[config.mk]
export PLATFORM = sky130hd
export DESIGN_NAME = ramp_pattern_generator_flat
export DESIGN_NICKNAME = d
export VERILOG_FILES = /design/src/rtl/ramp_pattern_generator_if.sv /design/src/rtl/ramp_pattern_generator.sv /design/src/flat_wrapper.sv
export SDC_FILE = /design/constraint.sdc
export NUM_CORES = 1
export LEC_CHECK = 0
export ABC_AREA = 1
export ABC_CLOCK_PERIOD_IN_PS = 3300
export CAP_MARGIN = 20
export CORE_ASPECT_RATIO = 0.9
export CORE_UTILIZATION = 40
export CTS_BUF_LIST = sky130_fd_sc_hd__clkbuf_8
export CTS_CLUSTER_DIAMETER = 80
export DETAILED_ROUTE_END_ITERATION = 12
export GPL_TIMING_DRIVEN = 0
export PLACE_DENSITY_LB_ADDON = 0.3
export SLEW_MARGIN = 25
export SYNTH_ARGS = -nofsm -noshare
export SYNTH_HDL_FRONTEND = slang
export SYNTH_SLANG_ARGS = --single-unit
[constraint.sdc]
create_clock -name clk -period 3.3 [get_ports clk]
set_input_delay 0.495 -clock clk [delete_from_list [all_inputs] [get_ports clk]]
set_output_delay 0.495 -clock clk [all_outputs]
set_load 0.05 [all_outputs]
[src/rtl/ramp_pattern_generator_if.sv]
// Control and sample bundle for ramp_pattern_generator.
//   master: drives enable, sync_restart, mode, step, lower_limit and upper_limit;
//           receives data_out, data_valid, direction, wrap_pulse and cfg_error.
//   slave:  the generator side of the same signals.
interface ramp_pattern_generator_if #(
  parameter int DATA_WIDTH = 16,
  parameter int STEP_WIDTH = 8
);
  logic                  enable;
  logic                  sync_restart;
  logic [1:0]            mode;
  logic [STEP_WIDTH-1:0] step;
  logic [DATA_WIDTH-1:0] lower_limit;
  logic [DATA_WIDTH-1:0] upper_limit;
  logic [DATA_WIDTH-1:0] data_out;
  logic                  data_valid;
  logic                  direction;
  logic                  wrap_pulse;
  logic                  cfg_error;

  modport master (
    output enable, sync_restart, mode, step, lower_limit, upper_limit,
    input  data_out, data_valid, direction, wrap_pulse, cfg_error
  );

  modport slave (
    input  enable, sync_restart, mode, step, lower_limit, upper_limit,
    output data_out, data_valid, direction, wrap_pulse, cfg_error
  );
endinterface

[src/rtl/ramp_pattern_generator.sv]
// Registered ramp pattern source: sawtooth up, triangle, constant or
// sawtooth down between programmable limits with a programmable step.
// Ports:
//   clk   - rising-edge clock
//   reset - asynchronous, active-high reset
//   bus   - slave side of ramp_pattern_generator_if (controls in, samples out)
//
// state | meaning
// IDLE  | waiting for enable; start value and mode are taken on exit
// UP    | ascending (sawtooth up, or rising half of triangle)
// DOWN  | descending (sawtooth down, or falling half of triangle)
// HOLD  | constant mode, lower_limit every enabled cycle
module ramp_pattern_generator #(
  parameter int DATA_WIDTH = 16,
  parameter int STEP_WIDTH = 8
) (
  input  logic                     clk,
  input  logic                     reset,
  ramp_pattern_generator_if.slave  bus
);

  typedef enum logic [1:0] {IDLE = 2'd0, UP = 2'd1, DOWN = 2'd2, HOLD = 2'd3} state_t;

  localparam logic [1:0] MODE_SAW_UP   = 2'b00;
  localparam logic [1:0] MODE_TRIANGLE = 2'b01;
  localparam logic [1:0] MODE_CONST    = 2'b10;
  localparam logic [1:0] MODE_SAW_DN   = 2'b11;

  // One guard bit above the wider operand, so sums never overflow silently.
  localparam int AW = ((STEP_WIDTH > DATA_WIDTH) ? STEP_WIDTH : DATA_WIDTH) + 1;

  state_t                state_q, state_d;
  logic [1:0]            mode_q, mode_d;
  logic [DATA_WIDTH-1:0] data_out_q, data_out_d;
  logic                  data_valid_q, data_valid_d;
  logic                  direction_q, direction_d;
  logic                  wrap_pulse_q, wrap_pulse_d;
  logic                  cfg_error_q, cfg_error_d;

  logic [AW-1:0] data_x, step_x, lo_x, hi_x, sum_x, diff_x, lo_step_x;
  logic          lim_bad, hold_step;

  assign data_x    = AW'(data_out_q);
  assign step_x    = AW'(bus.step);
  assign lo_x      = AW'(bus.lower_limit);
  assign hi_x      = AW'(bus.upper_limit);
  assign sum_x     = data_x + step_x;
  assign diff_x    = data_x - step_x;
  assign lo_step_x = lo_x + step_x;

  // Invalid limits block the computation on the same edge the flag is raised,
  // so no sample is ever produced from an inverted range.
  assign lim_bad   = bus.lower_limit > bus.upper_limit;
  // A zero step repeats the sample unless a limit change left it out of range.
  assign hold_step = (bus.step == '0) && (data_x >= lo_x) && (data_x <= hi_x);

  always_comb begin
    state_d      = state_q;
    mode_d       = mode_q;
    data_out_d   = data_out_q;
    data_valid_d = 1'b0;
    direction_d  = direction_q;
    wrap_pulse_d = 1'b0;
    cfg_error_d  = lim_bad;

    if (bus.sync_restart) begin
      state_d = IDLE;
    end else if (!lim_bad && bus.enable) begin
      data_valid_d = 1'b1;
      case (state_q)
        IDLE: begin
          mode_d = bus.mode;
          case (bus.mode)
            MODE_SAW_DN: begin
              data_out_d  = bus.upper_limit;
              direction_d = 1'b0;
              state_d     = DOWN;
            end
            MODE_CONST: begin
              data_out_d  = bus.lower_limit;
              direction_d = 1'b1;
              state_d     = HOLD;
            end
            default: begin
              data_out_d  = bus.lower_limit;
              direction_d = 1'b1;
              state_d     = UP;
            end
          endcase
        end
        UP: begin
          if (!hold_step) begin
            if (mode_q == MODE_TRIANGLE) begin
              if (sum_x < hi_x) begin
                data_out_d = sum_x[DATA_WIDTH-1:0];
              end else begin
                data_out_d  = bus.upper_limit;
                direction_d = 1'b0;
                state_d     = DOWN;
              end
            end else begin
              if (sum_x <= hi_x) begin
                data_out_d = sum_x[DATA_WIDTH-1:0];
              end else begin
                data_out_d   = bus.lower_limit;
                wrap_pulse_d = 1'b1;
              end
            end
          end
        end
        DOWN: begin
          if (!hold_step) begin
            if (mode_q == MODE_TRIANGLE) begin
              if ((data_x >= lo_step_x) && (diff_x > lo_x)) begin
                data_out_d = diff_x[DATA_WIDTH-1:0];
              end else begin
                data_out_d   = bus.lower_limit;
                direction_d  = 1'b1;
                state_d      = UP;
                wrap_pulse_d = 1'b1;
              end
            end else begin
              if (data_x >= lo_step_x) begin
                data_out_d = diff_x[DATA_WIDTH-1:0];
              end else begin
                data_out_d   = bus.upper_limit;
                wrap_pulse_d = 1'b1;
              end
            end
          end
        end
        HOLD: begin
          data_out_d = bus.lower_limit;
        end
        default: begin
          state_d = IDLE;
        end
      endcase
    end
  end

  always_ff @(posedge clk or posedge reset) begin
    if (reset) begin
      state_q      <= IDLE;
      mode_q       <= MODE_SAW_UP;
      data_out_q   <= '0;
      data_valid_q <= 1'b0;
      direction_q  <= 1'b1;
      wrap_pulse_q <= 1'b0;
      cfg_error_q  <= 1'b0;
    end else begin
      state_q      <= state_d;
      mode_q       <= mode_d;
      data_out_q   <= data_out_d;
      data_valid_q <= data_valid_d;
      direction_q  <= direction_d;
      wrap_pulse_q <= wrap_pulse_d;
      cfg_error_q  <= cfg_error_d;
    end
  end

  assign bus.data_out   = data_out_q;
  assign bus.data_valid = data_valid_q;
  assign bus.direction  = direction_q;
  assign bus.wrap_pulse = wrap_pulse_q;
  assign bus.cfg_error  = cfg_error_q;

endmodule

[src/flat_wrapper.sv]
// flat-port wrapper written by rule: the top's interface ports become plain ports
module ramp_pattern_generator_flat 
#(
  parameter int DATA_WIDTH = 16,
  parameter int STEP_WIDTH = 8
)
  (clk, reset, bus_enable, bus_sync_restart, bus_mode, bus_step, bus_lower_limit, bus_upper_limit, bus_data_out, bus_data_valid, bus_direction, bus_wrap_pulse, bus_cfg_error);
  ramp_pattern_generator_if #(.DATA_WIDTH(DATA_WIDTH), .STEP_WIDTH(STEP_WIDTH)) bus_i ();
  input  logic clk;
  input  logic reset;
  input wire logic [$bits(bus_i.enable)-1:0] bus_enable;
  input wire logic [$bits(bus_i.sync_restart)-1:0] bus_sync_restart;
  input wire logic [$bits(bus_i.mode)-1:0] bus_mode;
  input wire logic [$bits(bus_i.step)-1:0] bus_step;
  input wire logic [$bits(bus_i.lower_limit)-1:0] bus_lower_limit;
  input wire logic [$bits(bus_i.upper_limit)-1:0] bus_upper_limit;
  output wire logic [$bits(bus_i.data_out)-1:0] bus_data_out;
  output wire logic [$bits(bus_i.data_valid)-1:0] bus_data_valid;
  output wire logic [$bits(bus_i.direction)-1:0] bus_direction;
  output wire logic [$bits(bus_i.wrap_pulse)-1:0] bus_wrap_pulse;
  output wire logic [$bits(bus_i.cfg_error)-1:0] bus_cfg_error;
  assign bus_i.enable = bus_enable;
  assign bus_i.sync_restart = bus_sync_restart;
  assign bus_i.mode = bus_mode;
  assign bus_i.step = bus_step;
  assign bus_i.lower_limit = bus_lower_limit;
  assign bus_i.upper_limit = bus_upper_limit;
  assign bus_data_out = bus_i.data_out;
  assign bus_data_valid = bus_i.data_valid;
  assign bus_direction = bus_i.direction;
  assign bus_wrap_pulse = bus_i.wrap_pulse;
  assign bus_cfg_error = bus_i.cfg_error;
  ramp_pattern_generator #(.DATA_WIDTH(DATA_WIDTH), .STEP_WIDTH(STEP_WIDTH)) u_core (.clk(clk), .reset(reset), .bus(bus_i));
endmodule
==> results of run 1 <==
-- power groups by stage --
stage / logic (uW) / registers [uW] / clock network (uW)
floorplan: 4030 / 937 / 0
global placement: 5940 / 707 / 0
detailed placement: 5990 / 711 / 0
CTS: 7120 / 680 / 305
global route: 9060 / 705 / 311
finish: 8500 / 692 / 307
-- routing by layer --
layer,vias to the layer above,track usage
met5,-,0
met4,0,0.140
met3,86,0.0445
met2,486,0.484
met1,3942,0.441
li1,3998,-
-- area by class of cell --
class	count	share of cell area
buffer	43	0.0337
clock buffer	3	0.00421
clock inverter	1	0.00307
inverter	126	0.0490
multi-input combinational	894	0.671
sequential	24	0.0626
tap	211	0.0269
timing repair buffer	150	0.149
-- flip-flops by register name, summed over array words and instances (netlist names) --
name / flops
u_core.bus.data_out: 16
u_core.mode_q: 2
u_core.state_q: 2
u_core.bus.cfg_error: 1
u_core.bus.data_valid: 1
u_core.bus.direction: 1
u_core.bus.wrap_pulse: 1
-- cells by family after synthesis --
kind of cell / Yosys count
simple gates: 532
compound gates: 194
buf+inv: 170
fa+ha+maj: 128
xor+xnor: 38
flops: 24
mux: 1
-- worst max-delay path, delay by kind of cell (launching register included) --
kind	cells	cell delay, ns
DFF	1	0.44
xor gates and xnor gates	1	0.24
and+or+nand+nor	14	1.32
adders and majority gates	3	0.74
buffers and inverters	3	0.33
AOI/OAI and AO/OA	5	0.79
-- Yosys cell counts, drive strengths merged (9+ instances only) --
| cell type | n | area (um2) |
|---|---|---|
| nand2 | 232 | 908 |
| nand3 | 130 | 686 |
| ha | 125 | 1560 |
| inv | 125 | 469 |
| a21oi | 105 | 548 |
| nor2 | 103 | 425 |
| o21ai | 45 | 233 |
| xor2 | 33 | 289 |
| nand4 | 32 | 213 |
| buf | 25 | 176 |
| dfrtp | 23 | 576 |
| nor3 | 23 | 131 |
| clkbuf | 19 | 75.1 |
| a21boi | 12 | 90.1 |
| o211ai | 9 | 82.6 |
-- through the flow --
stage          setup slack, ns  instance area [um2]  hold slack, ns   util
2_1_floorplan           -0.384                 6990           0.480      -
3_3_place_gp             -1.79                 7910           0.461  0.470
3_5_place_dp             -1.84                 7910           0.470  0.470
4_1_cts                 -0.634                 8910           0.488  0.529
5_1_grt                 -0.857                 9800           0.503  0.582
6_report                -0.676                 9800           0.484  0.582
-- how the worst max path moves through the flow --
stage	to	cells after the start	slack (ns)	start
2_1_floorplan	u_core.bus.data_out[0]	27	-0.38	bus_lower_limit[2]
3_3_place_gp	u_core.bus.data_out[12]	26	-1.79	bus_lower_limit[1]
3_5_place_dp	u_core.bus.data_out[12]	26	-1.84	bus_lower_limit[1]
4_1_cts	u_core.bus.data_out[14]	26	-0.63	u_core.bus.data_out[3]
5_1_grt	u_core.bus.data_out[0]	29	-0.86	u_core.bus.data_out[0]
6_report	u_core.bus.data_out[11]	26	-0.68	u_core.bus.data_out[0]
-- repair_timing --
| item | CTS | global route |
|---|---|---|
| gates cloned | 2 | 5 |
| setup endpoints to repair | 20 | 21 |
| pin swaps | 62 | 79 |
| setup buffers | 54 | 25 |
| resized for setup | 157 | 137 |
| hold buffers | 0 | 0 |
==> impl_metrics.ini, run 1 <==
[sta]
post-route-min-period_ns = 3.98
setup_viol = 20
period_share = 1.20
worst_slew_pin_slew_ns = 0.811
setup_slack_ns = -0.676
hold_viol = 0
drv_slew = 0
fin_worst_skew_ns = 0.00373
grt_setup_unrepaired = yes
relSlewSlack = 0.459
tns_ns = -11.95
clock.fmax_mhz = 251

[die]
num_io_pins = 66
fp.coreArea_um2 = 16800
die_area_um2 = 17700
die_y_um = 126
row_count = 45
dieWidth_um = 140
start_util = 0.408

[critical_path]
crit_fanout = 5
r2r_end = u_core.bus.data_out[11]
cpMaxStageDelayCell = dfrtp_2
rrSetupSlack_ns = -0.68
timing.rr.start = u_core.bus.data_out[0]
cpMostUsedCell = nand2_1
ff2ff_path_depth = 26
worstSetupEndpointType = flip-flop
arrival_ns = 4.18
critPathLaunchType = flip-flop
required_ns = 3.51
critical_path_class = flip-flop to flip-flop
cpPeakStageDelay_ns = 0.44

[clock_tree]
cts_max_level = 1
cts.sinks = 24
numCtsBuffers = 3
cts_root_buf = clkbuf_8
clk_pin_slew_ns = 0.12
cts_buffer_depth = 2
insertion_delay_ns = 0.31
cts_tree = done

[global_route]
grt-ovfl-total = 0
grt_max_degree = 25
groute.usage.overall = 0.316
antenna_found_initial = 0
grt_pass1_vias = 7570
grt_pass1_wl_um = 42800

[power]
p_int_uw = 4030
switchingPower_uw = 5470
total_power_uw = 9500
leakage_uw = 0.00463
p_seq_frac = 0.073
ir_drop_uv = 449
pwr-share-clk = 0.032
power_density_nw_per_um2 = 969
switching_share = 0.576
share_comb_of_total_power = 0.895

[placement]
numPortBuffers = 65
dp_hpwl_um = 21300
numPlacedInstances = 1363
gp_congestion = 0.973

[yosys]
syn_area_um2 = 6870
synth.ff_latch_count = 24
synth_cell_types = 53
syn_nets = 1261
synth-async-reset-ratio = 1.00
yosys.area_share.simple = 0.357
synth_compound_gate_area_share = 0.164
synthAdderAreaFrac = 0.236
syn_avg_cell_area_um2 = 6.32
ys.warnings.count = 0
synth-edff-count = 0
synth.mux.area_fraction = 0.00164
syn_inst = 1087
synth-seq-area-share = 0.0876
synth_top_family_by_area = simple AND/OR/NAND/NOR gates
synth_ff_type = dfrtp_1
synth-xor-area-share = 0.0484

[route]
ant_nets = 0
drtIter0Drc = 993
wl_met3_um = 2660
wl_met1_um = 12900
met2_wirelength_um = 13000
first_pass_iters = 5
drc = 0
top_layer_used = met4
num_vias = 8512
totalWireLength_um = 29900
routedWlPerCell_um = 20.6
via_per_inst = 5.86

[finish]
layout_common_cells = nand2_1, inv_1, ha_1, nand3_1, nor2_1
final_common_cell = nand2_1
fin_nets = 1416
stdcell_count = 1452
nFillCells = 1552
syn_to_final_growth_pct = 42.6
drive_above_1_share = 0.276
antenna_cells = 0
seq_area_um2 = 613
multiInputGateArea_um2 = 6570

[run_status]
violations = setup timing
outcome = finished, violations left

[hold_path]
min_from = u_core.bus.direction
hp-class = flip-flop to flip-flop
whs_endpoint = u_core.bus.direction
min_path_cells = 2

[run]
cap_violations = 0
Power figures use the tool's default switching activity.
==> run 2: changes to the inputs <==
--- a/config.mk
+++ b/config.mk
@@ -7,7 +7,7 @@
 export LEC_CHECK = 0
 export ABC_AREA = 1
 export ABC_CLOCK_PERIOD_IN_PS = 3300
-export CAP_MARGIN = 20
+export CAP_MARGIN = 10
 export CORE_ASPECT_RATIO = 0.9
 export CORE_UTILIZATION = 40
 export CTS_BUF_LIST = sky130_fd_sc_hd__clkbuf_8
==> results of run 2 <==
No change in the layout: final DEF, timing and power equal those of run 1.
==> run 3: changes to the inputs <==
--- a/config.mk
+++ b/config.mk
@@ -10,7 +10,6 @@
 export CAP_MARGIN = 10
 export CORE_ASPECT_RATIO = 0.9
 export CORE_UTILIZATION = 40
-export CTS_BUF_LIST = sky130_fd_sc_hd__clkbuf_8
 export CTS_CLUSTER_DIAMETER = 80
 export DETAILED_ROUTE_END_ITERATION = 12
 export GPL_TIMING_DRIVEN = 0
==> run 3 against run 2 <==
The flow still finishes with violations (setup timing); via count down 2.5%; hold slack worse by 0.0067 ns; sequential power about the same; final area down 4.7%; global-route usage about the same; final cell count down 1.4%; clock-buffer cell count unchanged; register-to-register slack worse by 0.07 ns; critical path type is now input pin to flip-flop; critical endpoint is now u_core.bus.data_out[8]; highest routed layer unchanged.
==> impl_metrics.ini, run 3 (synthesized netlist as in run 1, its figures left out) <==
[global_route]
grt_max_degree = 25
grt-ovfl-total = 0
grt_pass1_wl_um = 42700
use_met1 = 0.441
busiest_layer = met2
groute.usage.overall = 0.316
antenna_found_initial = 0
grt_use_met2 = 0.492
grt.met3_usage = 0.0427
grt_pass1_vias = 7515

[finish]
fin_nets = 1396
seq_area_um2 = 612
drive_above_1_share = 0.240
antenna_cells = 0
multiInputGateArea_um2 = 6290
layout_common_cells = nand2_1, inv_1, ha_1, nand3_1, nor2_1
stdcell_count = 1432
nFillCells = 1598
final_common_cell = nand2_1
syn_to_final_growth_pct = 35.9
fin_util = 0.555
largest_reg_flops = 16

[die]
start_util = 0.408
fp.coreArea_um2 = 16800
die_area_um2 = 17700
dieWidth_um = 140
die_y_um = 126
row_count = 45
num_io_pins = 66

[clock_tree]
cts_root_buf = clkbuf_16
cts_buffer_depth = 2
cts_tree = done
insertion_delay_ns = 0.28
clk_pin_slew_ns = 0.08
cts_max_level = 1
numCtsBuffers = 3
ctsHoldBuffers = 0
cts.sinks = 24

[run_status]
outcome = finished, violations left
violations = setup timing

[route]
routedWlPerCell_um = 20.0
drtIter0Drc = 690
first_pass_iters = 5
ant_nets = 0
drc = 0
via_per_inst = 5.80
totalWireLength_um = 28700
num_vias = 8302

[power]
p_int_uw = 3700
share_comb_of_total_power = 0.877
switching_share = 0.581
ir_drop_uv = 441
switchingPower_uw = 5120
power_density_nw_per_um2 = 944
p_seq_frac = 0.079
pwr-share-clk = 0.044
leakage_uw = 0.00446

[sta]
hold_viol = 0
worst_slew_pin_slew_ns = 0.818
period_share = 1.23
clock.fmax_mhz = 247
relSlewSlack = 0.454
drv_slew = 0
grt_setup_unrepaired = yes
setup_slack_ns = -0.755
post-route-min-period_ns = 4.06
setup_viol = 20
fin_worst_skew_ns = 0.00391

[critical_path]
cpMostUsedCell = nand2_1
cpMaxStageDelayCell = ha_4
crit_fanout = 10
crit_family = simple AND/OR/NAND/NOR gates
critical_path_class = input pin to flip-flop
arrival_ns = 4.26
path_buf_inv = 5
critPathLaunchType = input pin
required_ns = 3.51
cpPeakStageDelay_ns = 0.27
worstSetupEndpointType = flip-flop

[placement]
numPlacedInstances = 1363
gp_congestion = 0.973
dp_hpwl_um = 21300
numPortBuffers = 65

[run]
cap_violations = 0

[hold_path]
hp-class = flip-flop to flip-flop
run 3: changes by cell type in the layout (fill, tap and decap cells not counted), moves of 3 or more:
cell,previous run,this run
nor2_4,6,3
buf_4,75,61
clkbuf_8,3,0
ha_4,21,15
nand2_4,11,8
nand3_1,94,100
nand2_2,29,26
nand2_1,190,197
ha_1,104,109
nand3_2,32,27
inv_2,13,9
inv_1,110,114
run 3: path summary, 6_finish.rpt:
check	start	end	slack, ns	cells after the start
worst max-delay path	bus_lower_limit[2]	u_core.bus.data_out[8]	-0.76	27
min in group asynchronous	reset	u_core.bus.data_valid	0.61	2
worst min register to register	u_core.bus.direction	u_core.bus.direction	0.48	2
max in group asynchronous	reset	u_core.bus.data_out[4]	2.24	2
worst min-delay path	u_core.bus.direction	u_core.bus.direction	0.48	2
worst max register to register	u_core.bus.data_out[2]	u_core.bus.data_out[13]	-0.75	25
run 3: through the flow:
step	setup TNS [ns]	hold WS [ns]	setup WS (ns)	area (um2)	total power, uW
4_1_cts	-12.04	0.483	-0.645	8910	8120
3_3_place_gp	-34.56	0.461	-1.79	7910	6650
3_5_place_dp	-35.32	0.470	-1.84	7910	6700
2_1_floorplan	-6.37	0.480	-0.384	6990	4960
5_1_grt	-18.41	0.498	-0.977	9340	9430
6_report	-13.91	0.477	-0.755	9340	8820
run 3: area by class of cell:
class	instances	share of cell area
Buffer	43	0.0358
Sequential cell	24	0.0655
Multi-Input combinational cell	893	0.674
Timing Repair Buffer	131	0.134
Clock inverter	1	0.00322
Inverter	126	0.0514
Tap cell	211	0.0283
Clock buffer	3	0.00804
run 3: worst min-delay path: stages, from the launching register on:
cell     delay [ns]
dfstp_2        0.37
nand2_1        0.05
o21ai_1        0.06
run 3: power by group through the flow:
stage / sequential (uW) / clock [uW] / combinational, uW
detailed placement: 711 / 0 / 5990
global route: 702 / 398 / 8330
finish: 694 / 390 / 7730
floorplan: 937 / 0 / 4030
CTS: 684 / 392 / 7040
global placement: 707 / 0 / 5940
run 3: per-layer routing:
layer / up-vias / wire length (um)
met5: - / 0
met4: 0 / 1250
met3: 79 / 2230
met2: 389 / 12400
met1: 3875 / 12700
li1: 3959 / -
run 3: timing repair:
action                     CTS  global route
cloned                       2             1
setup endpoints to repair   20            21
pin swaps                   58            50
setup buffers               48            15
resized for setup          163            73
